[config.mk]
export PLATFORM = sky130hd
export DESIGN_NAME = alu_muldiv_seq
export DESIGN_NICKNAME = d
export VERILOG_FILES = /design/src/rtl/alu_muldiv_seq.sv
export SDC_FILE = /design/constraint.sdc
export NUM_CORES = 1
export LEC_CHECK = 0
export ABC_AREA = 1
export CORE_MARGIN = 2
export CORE_UTILIZATION = 57
export CTS_CLUSTER_DIAMETER = 40
export CTS_CLUSTER_SIZE = 16
export DETAILED_ROUTE_END_ITERATION = 16
export MAX_ROUTING_LAYER = met4
export PLACE_DENSITY = 0.88
export SLEW_MARGIN = 30
export SYNTH_ARGS = -nofsm -noshare
export SYNTH_HDL_FRONTEND = slang
export SYNTH_SLANG_ARGS = --single-unit
[constraint.sdc]
create_clock -name clk -period 5.3 [get_ports clk]
set_input_delay 0.795 -clock clk [delete_from_list [all_inputs] [get_ports clk]]
set_output_delay 0.795 -clock clk [all_outputs]
set_load 0.05 [all_outputs]
[src/rtl/alu_muldiv_seq.sv]
// Sequential unsigned MUL/MULHU/DIVU/REMU engine that borrows the execute-stage ALU:
// shift-add multiply and restoring divide, one bit per cycle, using only ADD/SUB and carry/borrow.
module alu_muldiv_seq #(
  parameter int WIDTH = 32
) (
  input  logic             clk,
  input  logic             rst_n,
  input  logic             start,
  input  logic [1:0]       funct,
  input  logic [WIDTH-1:0] op_a,
  input  logic [WIDTH-1:0] op_b,
  output logic             busy,
  output logic             done,
  output logic [WIDTH-1:0] result,
  output logic [WIDTH-1:0] alu_a,
  output logic [WIDTH-1:0] alu_b,
  output logic [3:0]       alu_op,
  input  logic [WIDTH-1:0] alu_out,
  input  logic             alu_cf
);

  localparam int CW = $clog2(WIDTH) + 1;

  localparam logic [1:0] S_IDLE = 2'd0;
  localparam logic [1:0] S_MUL  = 2'd1;
  localparam logic [1:0] S_DIV  = 2'd2;
  localparam logic [1:0] S_DONE = 2'd3;

  localparam logic [3:0] OP_ADD = 4'b0000;
  localparam logic [3:0] OP_SUB = 4'b1000;

  logic [1:0]       state;
  logic [CW-1:0]    cnt;
  logic             sel_hi;
  // acc holds hi (multiply) or rem (divide); sh holds lo or quo; opnd holds mcand or dvsr
  logic [WIDTH-1:0] acc;
  logic [WIDTH-1:0] sh;
  logic [WIDTH-1:0] opnd;

  logic [WIDTH:0]     div_s;
  logic               div_take;
  logic [2*WIDTH-1:0] mul_nx;
  logic [WIDTH-1:0]   acc_nx;
  logic [WIDTH-1:0]   sh_nx;

  assign busy  = (state != S_IDLE);
  assign done  = (state == S_DONE);
  assign div_s = {acc, sh[WIDTH-1]};

  always_comb begin
    alu_a  = '0;
    alu_b  = '0;
    alu_op = OP_ADD;
    case (state)
      S_MUL: begin
        alu_a  = acc;
        alu_b  = opnd;
        alu_op = OP_ADD;
      end
      S_DIV: begin
        alu_a  = div_s[WIDTH-1:0];
        alu_b  = opnd;
        alu_op = OP_SUB;
      end
      default: ;
    endcase
  end

  // Subtract when the shifted remainder overflowed WIDTH bits or the ALU reports no borrow
  always_comb begin
    div_take = div_s[WIDTH] | ~alu_cf;
    if (sh[0]) mul_nx = {alu_cf, alu_out, sh[WIDTH-1:1]};
    else       mul_nx = {1'b0, acc, sh[WIDTH-1:1]};
    if (state == S_MUL) begin
      acc_nx = mul_nx[2*WIDTH-1:WIDTH];
      sh_nx  = mul_nx[WIDTH-1:0];
    end else begin
      acc_nx = div_take ? alu_out : div_s[WIDTH-1:0];
      sh_nx  = {sh[WIDTH-2:0], div_take};
    end
  end

  always_ff @(posedge clk or negedge rst_n) begin
    if (!rst_n) begin
      state  <= S_IDLE;
      cnt    <= '0;
      sel_hi <= 1'b0;
      acc    <= '0;
      sh     <= '0;
      opnd   <= '0;
      result <= '0;
    end else begin
      case (state)
        S_IDLE: begin
          if (start) begin
            sel_hi <= funct[0];
            if (!funct[1]) begin
              acc   <= '0;
              sh    <= op_b;
              opnd  <= op_a;
              cnt   <= CW'(WIDTH);
              state <= S_MUL;
            end else if (op_b != '0) begin
              acc   <= '0;
              sh    <= op_a;
              opnd  <= op_b;
              cnt   <= CW'(WIDTH);
              state <= S_DIV;
            end else begin
              result <= funct[0] ? op_a : '1;
              state  <= S_DONE;
            end
          end
        end
        S_MUL, S_DIV: begin
          acc <= acc_nx;
          sh  <= sh_nx;
          cnt <= cnt - CW'(1);
          // sel_hi picks hi for MULHU and rem for REMU
          if (cnt == CW'(1)) begin
            result <= sel_hi ? acc_nx : sh_nx;
            state  <= S_DONE;
          end
        end
        default: state <= S_IDLE;
      endcase
    end
  end

endmodule

==> results of run 1 <==
[flip-flops by register name (all words and copies together) (netlist names)]
name / cells
acc: 32
result: 32
sh: 32
state: 2
cnt: 6
sel_hi: 1
opnd: 32
[power by group]
group | switching, W | internal (W)
combinational | 0.00458 | 0.00194
clock | 0.000458 | 0.000710
sequential | 0.000374 | 0.00157
total | 0.00541 | 0.00421
[placed cells by master, fill, tap and decap left out]
cell             count
inv_4                1
a21oi_1             33
buf_6                1
nand2_2              2
xnor2_1              1
clkinv_2             8
nand3_1            103
nor2_2               1
nand4_1              1
o21ai_1            149
clkbuf_16           17
ha_1                 4
or2_2                2
nor2_1              25
a21boi_1             1
o21ai_0             51
dfrtp_1            137
clkdlybuf4s50_1    198
clkbuf_8             2
nor2_8               1
ha_2                 1
xor2_1               2
o21ai_2              1
inv_2                5
bufinv_16            2
conb_1               3
ha_4                 2
inv_1              153
clkbuf_1             3
nor3_1               1
nand2_4              2
mux2i_1             62
buf_4               12
nand2_1            706
[area by class of cell]
class | count | area [µm²]
Inverter | 159 | 599
Clock buffer | 22 | 464
Multi-Input combinational cell | 1154 | 5300
Timing Repair Buffer | 211 | 2080
Tap cell | 220 | 275
Fill cell | 1356 | 4450
Clock inverter | 10 | 100
Sequential cell | 137 | 3430
[worst max-delay path by stage]
stage	to	slack, ns	cells past startpoint
floorplan	alu_a[0]	2.27	7
global placement	alu_a[23]	1.46	5
detailed placement	alu_a[1]	1.29	5
CTS	alu_a[1]	0.84	5
global route	alu_a[13]	0.56	5
finish	alu_a[1]	0.79	5
[kinds of logic after synthesis]
kind of cell	share of synthesized area, %
simple gates	34.0
buf+inv	11.3
compound gates	12.1
flops	35.0
mux	6.34
fa+ha+maj	0.894
xor+xnor	0.268
other cells	0.0383
[layer usage]
layer | GRT usage, % | routed length [µm]
met5 | - | 0
met4 | 15.9 | 1530
met3 | 6.83 | 3260
met2 | 56.0 | 15000
met1 | 47.9 | 12400
[metrics by stage]
stage	setup slack, ns	utilization [%]
2_1_floorplan	2.27	-
3_3_place_gp	1.46	69.9
3_5_place_dp	1.29	70.0
6_report	0.794	73.4
5_1_grt	0.560	73.4
4_1_cts	0.841	73.4
[worst reg2reg max path, stage by stage, from the launching register on]
cell	delay, ns
dfrtp_1	0.47
inv_1	0.13
ha_4	0.89
buf_4	0.63
o21ai_1	0.20
o21ai_2	0.18
nor2_8	0.16
nand2_2	0.48
nand2_1	0.15
nand2_1	0.08
==> run summary, run 1 <==
The area of the core came out at 16700 µm². Adding up every negative setup slack in the final design gives 0 ns. The arrival time at the worst endpoint came out at 3.71 ns. In this run the clock root is driven by a clkbuf_16.

Entering global routing, the biggest net connects 86 pins. The signal on the critical path passes through inv_1 -> ha_4 -> inv_2 -> a21oi_1 -> clkdlybuf4s50_1. The number of top-level pins is 204. The leakage component of the power came out at 6.51 nW.

The post-route clock period utilization came out at 85.0%. The post-route clock skew is 0.00763 ns. The total number of H-tree levels came out at 4.

The buffers inserted during post-CTS setup optimization is 0. The per-instance average area after synthesis is 6.31 µm². The largest single stage delay on the critical path is 0.89 ns. The number of gates resized after CTS was 0.

The area enclosed by the die boundary came out at 18200 µm². The finished cells cover 12300 µm². The worst-case vdd ir drop came out at 470 µV. In this run the critical register-to-register path is captured at result[24]. The highest fanout seen on the critical path came out at 83. For this block, the routed nets add up to 32300 µm of wire. The proportion of netlist area held by the largest area contributor is 35.0%.

The time the final worst path needs with I/O delays and setup came out at 4.51 ns. The capturing element type of the critical path is a primary output. The first-pass iteration count of the detailed router came out at 7. The count of antenna-violating nets left after detailed routing is 0. Setup repair after global routing left no endpoint under its margin. In this run, synthesis inferred 0 flip-flops with an integrated enable. The largest area contributor in the synthesized netlist is dfrtp_1.

For this run the aggregate overflow at the end of global routing stands at 0. The flop and latch count out of synthesis is 137. The warning count from the yosys run came out at 0. The type of element launching the critical path is a register. The tightest hold margin came out at 0.396 ns.

The cell total after placement came out at 1881. The clock transition at the registers of the reported paths is 0.06 ns. The number of standard cells after synthesis came out at 1552.

The synthesis-to-finish area growth came out at 25.1%. The via count of the first global-routing pass came out at 9665. The first routing iteration left 1457 violations. The proportion of synthesized chip area in sequential cells is 35.0%. The number of cell instances on the worst register-to-register path is 9.

At the pin with the least slew margin, the transition time is 0.953 ns. By count the netlist is led by nand2_1, inv_1, o21ai_1, dfrtp_1, nand3_1. The fraction of layout cells with a size suffix above 1 is 3.54%. The summed instance area of the synthesized netlist is 9790 µm².

On the critical path, the stage with the largest delay is an instance of ha_4. The effective utilization at floorplan came out at 58.6%. The headroom to the max-slew limit is 36.4%. The most critical setup path has its startpoint at state[0]. The initial antenna violation count came to 0. Routability-driven placement finished with a final weighted congestion of 1.00.

The global-route wire length before repair came out at 50600 µm. The HPWL reported at the end of detailed placement is 22600 µm. The critical path is of the register to primary output type.

In this run the register-to-register setup slack is 1.84 ns. Summing all placed instances gives a cell area of 11700 µm². The antenna cell count is 0. Among all flip-flop cells after synthesis, the most frequent one is dfrtp_1. The total power density per cell area came out at 785 nW/µm². The share of flip-flops with an asynchronous set or reset is 100%. In the routed design, unresolved DRC markers number 0. The number of library cell types mapped by synthesis is 28.

The count of placed standard cells in the final layout, fillers left out came out at 1913. The number of placement rows is 47. The maximum achievable frequency is 222 MHz. The critical path contains buffers and inverters numbering 3 combined. The number of vias after detailed routing is 10830. The total count of max-transition violations in the final report is 0. The number of failing hold endpoints at the final stage came out at 0. The count of buffers from port buffering is 200. In this design, the largest share of critical-path delay is due to buffers and inverters. The number of buffers created by CTS came out at 17. Yosys instantiated no cell more often than nand2_1. The clock latency of the later-clocked register in the worst-skew pair came out at 0.43 ns.

The sink count of the clock tree came out at 137. The total power came out at 0.00962 W. The routed wire length per instance came out at 16.9 µm. The maximum root-to-sink buffer count is 2. The die is 135 µm tall. After detailed routing, the number of vias per cell comes to 5.66. The worst hold path class is input port to async pin.

The run finished with clean final reports. The total global routing track utilization is 36.6%. TritonCTS built the clock tree. For this design, the CTS-stage hold fixing added 0 buffers.

The count of final setup violators is 0. The startpoint identified for the worst register-to-register timing path is state[0]. Sorting the synthesized cells by area gives the leading types as dfrtp_1, nand2_1, o21ai_1. The number of nets in the layout is 1789.

The number of max-cap violations is 0. STA puts the critical path data required time at 4.51 ns. The die width is 135 µm.
No activity file was read; power rests on OpenSTA's default activity.
==> run 2, diff against run 1 <==
Settings changed: SLEW_MARGIN 30 to not set.
==> run 2 against run 1 <==
  * Register-to-register slack lost 0.09 ns
  * Global-route usage is essentially flat
  * Final cell count is the same
  * First-iteration DRC count shrank 0.48%
  * Clock power grew 4%
  * Largest cell class unchanged
  * Critical path type unchanged
==> run summary, run 2 (same netlist as run 1, synthesis figures left out) <==
The count of buffers from port buffering is 200 (unchanged). The worst setup path is captured at a primary output. The violation count after the first detailed-route iteration is 1450 (-0.48%). The post-cts sizing count is 0 (unchanged). The count of final setup violators is 0 (unchanged). The via count of the first global-routing pass is 9731 (+0.68%).

The area enclosed by the die boundary is 18200 µm² (unchanged). The required time of the critical path came out at 4.51 ns (about the same). The sequential cell area is 3430 µm² (unchanged).

The detailed-route DRC error count is 0 (unchanged). The share of the core filled with cells in the final layout is 73.5% (+0.11 points). Setup repair after global routing left no endpoint under its margin. The time the final worst path needs with I/O delays and setup came out at 4.47 ns (-0.0344 ns). The number of top-level pins is 204 (unchanged).

The aggregate routed wire length came out at 32600 µm (+1.2%). The area of the core is 16700 µm² (unchanged). The clock transition at the registers of the reported paths came out at 0.05 ns (about the same). The library cells used most frequently in the layout, excluding fill and tap cells, are nand2_1, clkdlybuf4s50_1, inv_1. The first-pass iteration count of the detailed router came out at 8 (+1). The arrival time at the worst endpoint came out at 3.68 ns (-0.03 ns). The highest cell delay on the worst timing path was 0.89 ns (about the same). The number of buffers created by CTS came out at 17 (unchanged). The total power density per cell area came to 789 nW/µm² (+0.50%). The buffers inserted during post-CTS setup optimization is 0 (unchanged). The library cell used most frequently in the layout, excluding fill and tap cells, is nand2_1. The worst hold path belongs to the class input port to async pin. The number of vias after detailed routing came to 10892 (+0.57%). TritonCTS built the clock tree. The number of placement rows is 47 (unchanged). The number of fillers in the final layout was 1383 (+2.0%).

The vertical extent of the die is 135 µm (unchanged). The sink count of the clock tree came out at 137 (unchanged). The library cell used as clock root buffer is clkbuf_16. The post-route clock skew came out at 0.00645 ns (-0.00118 ns). The maximum achievable frequency was 224 MHz (+0.77%). The area of combinational cells with multiple inputs is 5280 µm² (-0.33%).

The count of placed standard cells in the final layout, fillers left out is 1913 (unchanged). The initial antenna violation count came out at 0 (unchanged). The headroom to the max-slew limit is 19.2% (-17 points). The routed wire length per instance is 17.1 µm (+1.2%). The die width is 135 µm (unchanged).

The total global routing track utilization came out at 36.6% (about the same). The tightest hold margin is 0.405 ns (+0.00949 ns). The number of max-cap violations came out at 0 (unchanged).

The highest fanout seen on the critical path came to 83 (unchanged). The total count of max-transition violations in the final report came out at 0 (unchanged). The count of antenna-violating nets left after detailed routing is 0 (unchanged).

The slowest stage of the critical path is the ha_4 cell. The cts-stage hold buffer count is 0 (unchanged). The post-route clock period utilization came out at 84.4% (-0.65 points). The worst-margin pin slew came out at 1.21 ns (+0.257 ns). The startpoint of the worst-slack reg-to-reg timing path is state[1]. The total number of H-tree levels was 4 (unchanged). The number of failing hold endpoints at the final stage came out at 0 (unchanged).

The antenna cell count came out at 0 (unchanged). The HPWL reported at the end of detailed placement came out at 22700 µm (+0.34%). The leakage component of the power is 6.52 nW (+0.17%).

The pin count of the biggest net entering global routing came out at 86 (unchanged). The effective utilization at floorplan came to 58.6% (unchanged). The number of nets in the layout is 1789 (unchanged). The flow ran to the end, and the final reports show no timing, DRC or antenna violations. The signal on the critical path passes through inv_1 -> ha_4 -> inv_2 -> a21oi_1 -> clkdlybuf4s50_1. The category of the critical setup timing path is register to primary output.

The accumulated negative setup slack came out at 0 ns (unchanged). The most critical setup path has its startpoint at state[0]. The total power came out at 0.00968 W (+0.66%). The via count normalized by instance count came to 5.69 (+0.57%).

The cell total after placement came out at 1881 (unchanged). The maximum root-to-sink buffer count came out at 2 (unchanged). The final weighted congestion in routability-driven placement is 1.00 (unchanged). The fraction of layout cells with a size suffix above 1 came out at 3.48% (-0.059 points). The global-route wire length before repair came out at 50800 µm (+0.35%). Compared with the post-synthesis result, the final layout area differs by 25.3%. The clock latency of the later-clocked register in the worst-skew pair came out at 0.44 ns (about the same).

The type of element launching the critical path is a register. The global route total overflow is 0 (unchanged). The worst-case vdd ir drop came out at 493 µV (+5.0%).
-- run 2: cell type report --
| type | count | share of cell area (%) |
|---|---|---|
| multi-input combinational | 1154 | 43.1 |
| sequential | 137 | 27.9 |
| clock inverter | 7 | 0.714 |
| clock buffer | 25 | 4.20 |
| inverter | 159 | 4.86 |
| timing repair buffer | 211 | 17.0 |
| tap | 220 | 2.24 |
-- run 2: layer usage --
metal | up-vias | global-route usage, % | routed length, µm
met3 | 111 | 6.76 | 3250
met1 | 5011 | 47.7 | 12700
met5 | - | - | 0
met2 | 646 | 56.0 | 15200
met4 | 0 | 16.2 | 1500
li1 | 5124 | - | -
-- run 2: final timing paths --
path	to	slack (ns)	depth (start not counted)
max in group asynchronous	result[6]	3.67	2
setup reg to reg	result[16]	1.75	11
min in group clk	result[28]	0.47	2
hold / removal	acc[27]	0.41	1
setup / recovery	alu_a[1]	0.83	5
hold reg to reg	result[28]	0.47	2
-- run 2: through the flow --
stage                     cell area (µm²)  setup slack (ns)
after floorplan                      9800              2.27
after CTS                           12300             0.891
after global routing                12300             0.583
after global placement              11700              1.46
final                               12300             0.829
after detailed placement            11700              1.34
-- run 2: power by group --
part           internal, W  switching, W  leakage, nW
registers          0.00157      0.000374         1.70
clock network     0.000764      0.000453        0.299
logic              0.00193       0.00459         4.52
total              0.00426       0.00542         6.52
-- run 2: worst max-delay path: cells and delay by family (launching register included) --
family                   cells  cell delay, ns
buffers and inverters        3            1.57
AO/OA/AOI/OAI                1            0.30
adder cells (fa/ha/maj)      1            0.89
flip-flops                   1            0.44
==> run 3, diff against run 2 <==
Settings changed: CORE_UTILIZATION 57 to 53, PLACE_DENSITY 0.88 to 0.82.
Clock period 5.3 ns to 4.3 ns, I/O delays scaled along.
==> run 3 against run 2 <==
  * Core utilization is 5.5 points lower
  * Power is 22% higher
  * Sequential power is 23% higher
  * Die area is 7.3% higher
  * First-iteration DRC count is 17% lower
  * Wire length is 2.7% higher
  * Sequential share of layout area hardly changed
  * Highest routed layer unchanged
  * Final cell count is 0.52% higher
  * Via count is 1.2% lower
  * Critical endpoint is now alu_a[30]
  * Critical path type unchanged
==> run summary, run 3 (same netlist as run 1, synthesis figures left out) <==
The flow ran to the end, and the final reports show no timing, DRC or antenna violations. The count of buffers from port buffering came out at 200 (unchanged). The via count normalized by instance count came to 5.60 (-1.7%). The global-route wire length before repair came out at 52800 µm (+3.8%). The internal power component is 0.00508 W (+19%).

The HPWL reported at the end of detailed placement came to 24100 µm (+6.1%). The global route total overflow came to 0 (unchanged). The total count of max-transition violations in the final report came out at 0 (unchanged).

The buffers inserted during post-CTS setup optimization is 0 (unchanged). The first-pass iteration count of the detailed router came to 6 (-2). The cell total after placement came to 1891 (+0.53%).

The number of failing hold endpoints at the final stage came out at 0 (unchanged). The library cells used most frequently in the layout, excluding fill and tap cells, are nand2_1, clkdlybuf4s50_1, inv_1. The number of nets in the layout came out at 1790 (+0.056%).

The number of placement rows came out at 49 (+4.3%). The area of the core came out at 18000 µm² (+7.9%). Based on the critical path, the design can be clocked at up to 262 MHz. The maximum root-to-sink buffer count was 2 (unchanged). The sequential share of power is 20.1% (about the same).

The switching fraction of total power is 57.1% (+1.1 points). The arrival time at the worst endpoint came out at 3.18 ns (-0.50 ns). The total global routing track utilization was 35.0% (-1.6 points). The routed wire length per instance came out at 17.4 µm (+2.1%).

The worst setup path is launched from a register. The count of antenna-violating nets left after detailed routing came out at 0 (unchanged). STA classifies the critical path endpoint as a primary output. The worst-margin pin slew was 1.16 ns (-0.0519 ns).

The antenna cell count came to 0 (unchanged). The vertical extent of the die is 140 µm (+3.6%). The violation count after the first detailed-route iteration is 1207 (-17%).

The worst hold path class is input port to async pin. The clock transition at the registers of the reported paths is 0.07 ns (+0.02 ns). The cts-stage hold buffer count came out at 0 (unchanged). The highest fanout seen on the critical path is 53 (-36%).

The required time of the critical path came out at 3.65 ns (-0.86 ns). The count of placed standard cells in the final layout, fillers left out came out at 1923 (+0.52%). The headroom to the max-slew limit is 22.5% (+3.3 points).

The total number of H-tree levels came out at 4 (unchanged). Leaving out fill and tap cells, the most frequent cell in the layout is nand2_1. The worst path needs 3.82 ns of the cycle, external delays included. The detailed-route DRC error count came out at 0 (unchanged).

Relative to the synthesized area, the layout overhead comes to 25.1%. The initial antenna violation count came out at 0 (unchanged). In this run the clock root is driven by a clkbuf_16. TritonCTS built the clock tree.

The aggregate routed wire length was 33500 µm (+2.7%). The accumulated negative setup slack is 0 ns (unchanged). The number of max-cap violations is 0 (unchanged). The post-cts sizing count came to 0 (unchanged). The number of buffers created by CTS was 17 (unchanged).

The critical path is of the register to primary output type. The number of vias after detailed routing is 10760 (-1.2%). The leakage component of the power is 6.49 nW (-0.41%). The post-route clock period utilization came out at 88.9%. The clock latency of the later-clocked register in the worst-skew pair came out at 0.43 ns (about the same). The effective utilization at floorplan came out at 54.3% (-4.3 points). The combinational power share came to 68.0% (+0.6 points). The count of final setup violators is 0 (unchanged). The pin count of the biggest net entering global routing was 84 (-2.3%).

The via count of the first global-routing pass came out at 9869 (+1.4%). The number of top-level pins came out at 204 (unchanged). The final weighted congestion in routability-driven placement is 0.983 (-1.8%).

Setup repair after global routing left no endpoint under its margin. The post-route clock skew is 0.00963 ns (+0.00318 ns). The worst-case vdd ir drop is 721 µV (+46%).

The total power density per cell area is 967 nW/µm² (+22%). The die width came out at 140 µm (+3.6%). The area enclosed by the die boundary was 19600 µm² (+7.3%). The clock network fraction of design power came out at 11.9% (-0.7 points). The tightest hold margin came to 0.250 ns (-0.155 ns). The fraction of layout cells with a size suffix above 1 came out at 3.66% (+0.18 points). The power dissipated by switching net loads is 0.00676 W (+25%). The sink count of the clock tree is 137 (unchanged).
-- run 3: changes by cell type in the layout (fill, tap and decap cells not counted), sizes merged --
cell,before,now
inv,159,169
clkbuf,25,17
clkinv,4,1
clkinvlp,1,4
bufinv,2,0
buf,13,14
-- run 3: final timing paths --
kind | from | endpoint | slack [ns] | depth (start not counted)
max in group asynchronous | rst_n | sh[18] | 3.12 | 2
max | state[1] | alu_a[30] | 0.48 | 5
min | rst_n | acc[16] | 0.25 | 1
min in group clk | result[17] | result[17] | 0.48 | 2
min reg2reg | result[17] | result[17] | 0.48 | 2
max reg2reg | state[1] | result[31] | 1.12 | 12
-- run 3: worst max-delay path: stages (launching register included) --
cell and delay (ns):
dfrtp_1 0.43, inv_1 0.11, ha_4 0.64, inv_2 0.41, a21oi_1 0.26, clkdlybuf4s50_1 0.85
-- run 3: power groups by stage --
stage                     clock network (W)  logic (W)  registers (W)
final                               0.00141    0.00805        0.00238
after global placement                    0    0.00779        0.00236
after global routing                0.00147    0.00880        0.00244
after floorplan                           0    0.00529        0.00277
after detailed placement                  0    0.00792        0.00238
after CTS                           0.00141    0.00796        0.00236
-- run 3: routing by layer --
metal / up-vias / global-route usage, % / wire length (µm)
li1: 5127 / - / -
met5: - / - / 0
met2: 571 / 53.0 / 15200
met3: 92 / 6.36 / 2970
met1: 4970 / 47.4 / 14000
met4: 0 / 12.6 / 1310
-- run 3: per-stage QoR --
stage / cell area [µm²] / utilization [%] / setup slack [ns] / power (W)
global route: 12300 / 68.0 / 0.291 / 0.0127
floorplan: 9800 / - / 1.42 / 0.00806
global placement: 11700 / 64.9 / 1.09 / 0.0101
finish: 12300 / 68.0 / 0.478 / 0.0118
CTS: 12300 / 68.0 / 0.472 / 0.0117
detailed placement: 11700 / 64.9 / 0.942 / 0.0103
-- run 3: cell type report --
type,instances,area [µm²]
Timing Repair Buffer,212,2100
Inverter,159,597
Sequential cell,137,3430
Clock buffer,17,425
Clock inverter,15,131
Fill cell,1635,5770
Multi-Input combinational cell,1154,5280
Tap cell,229,287
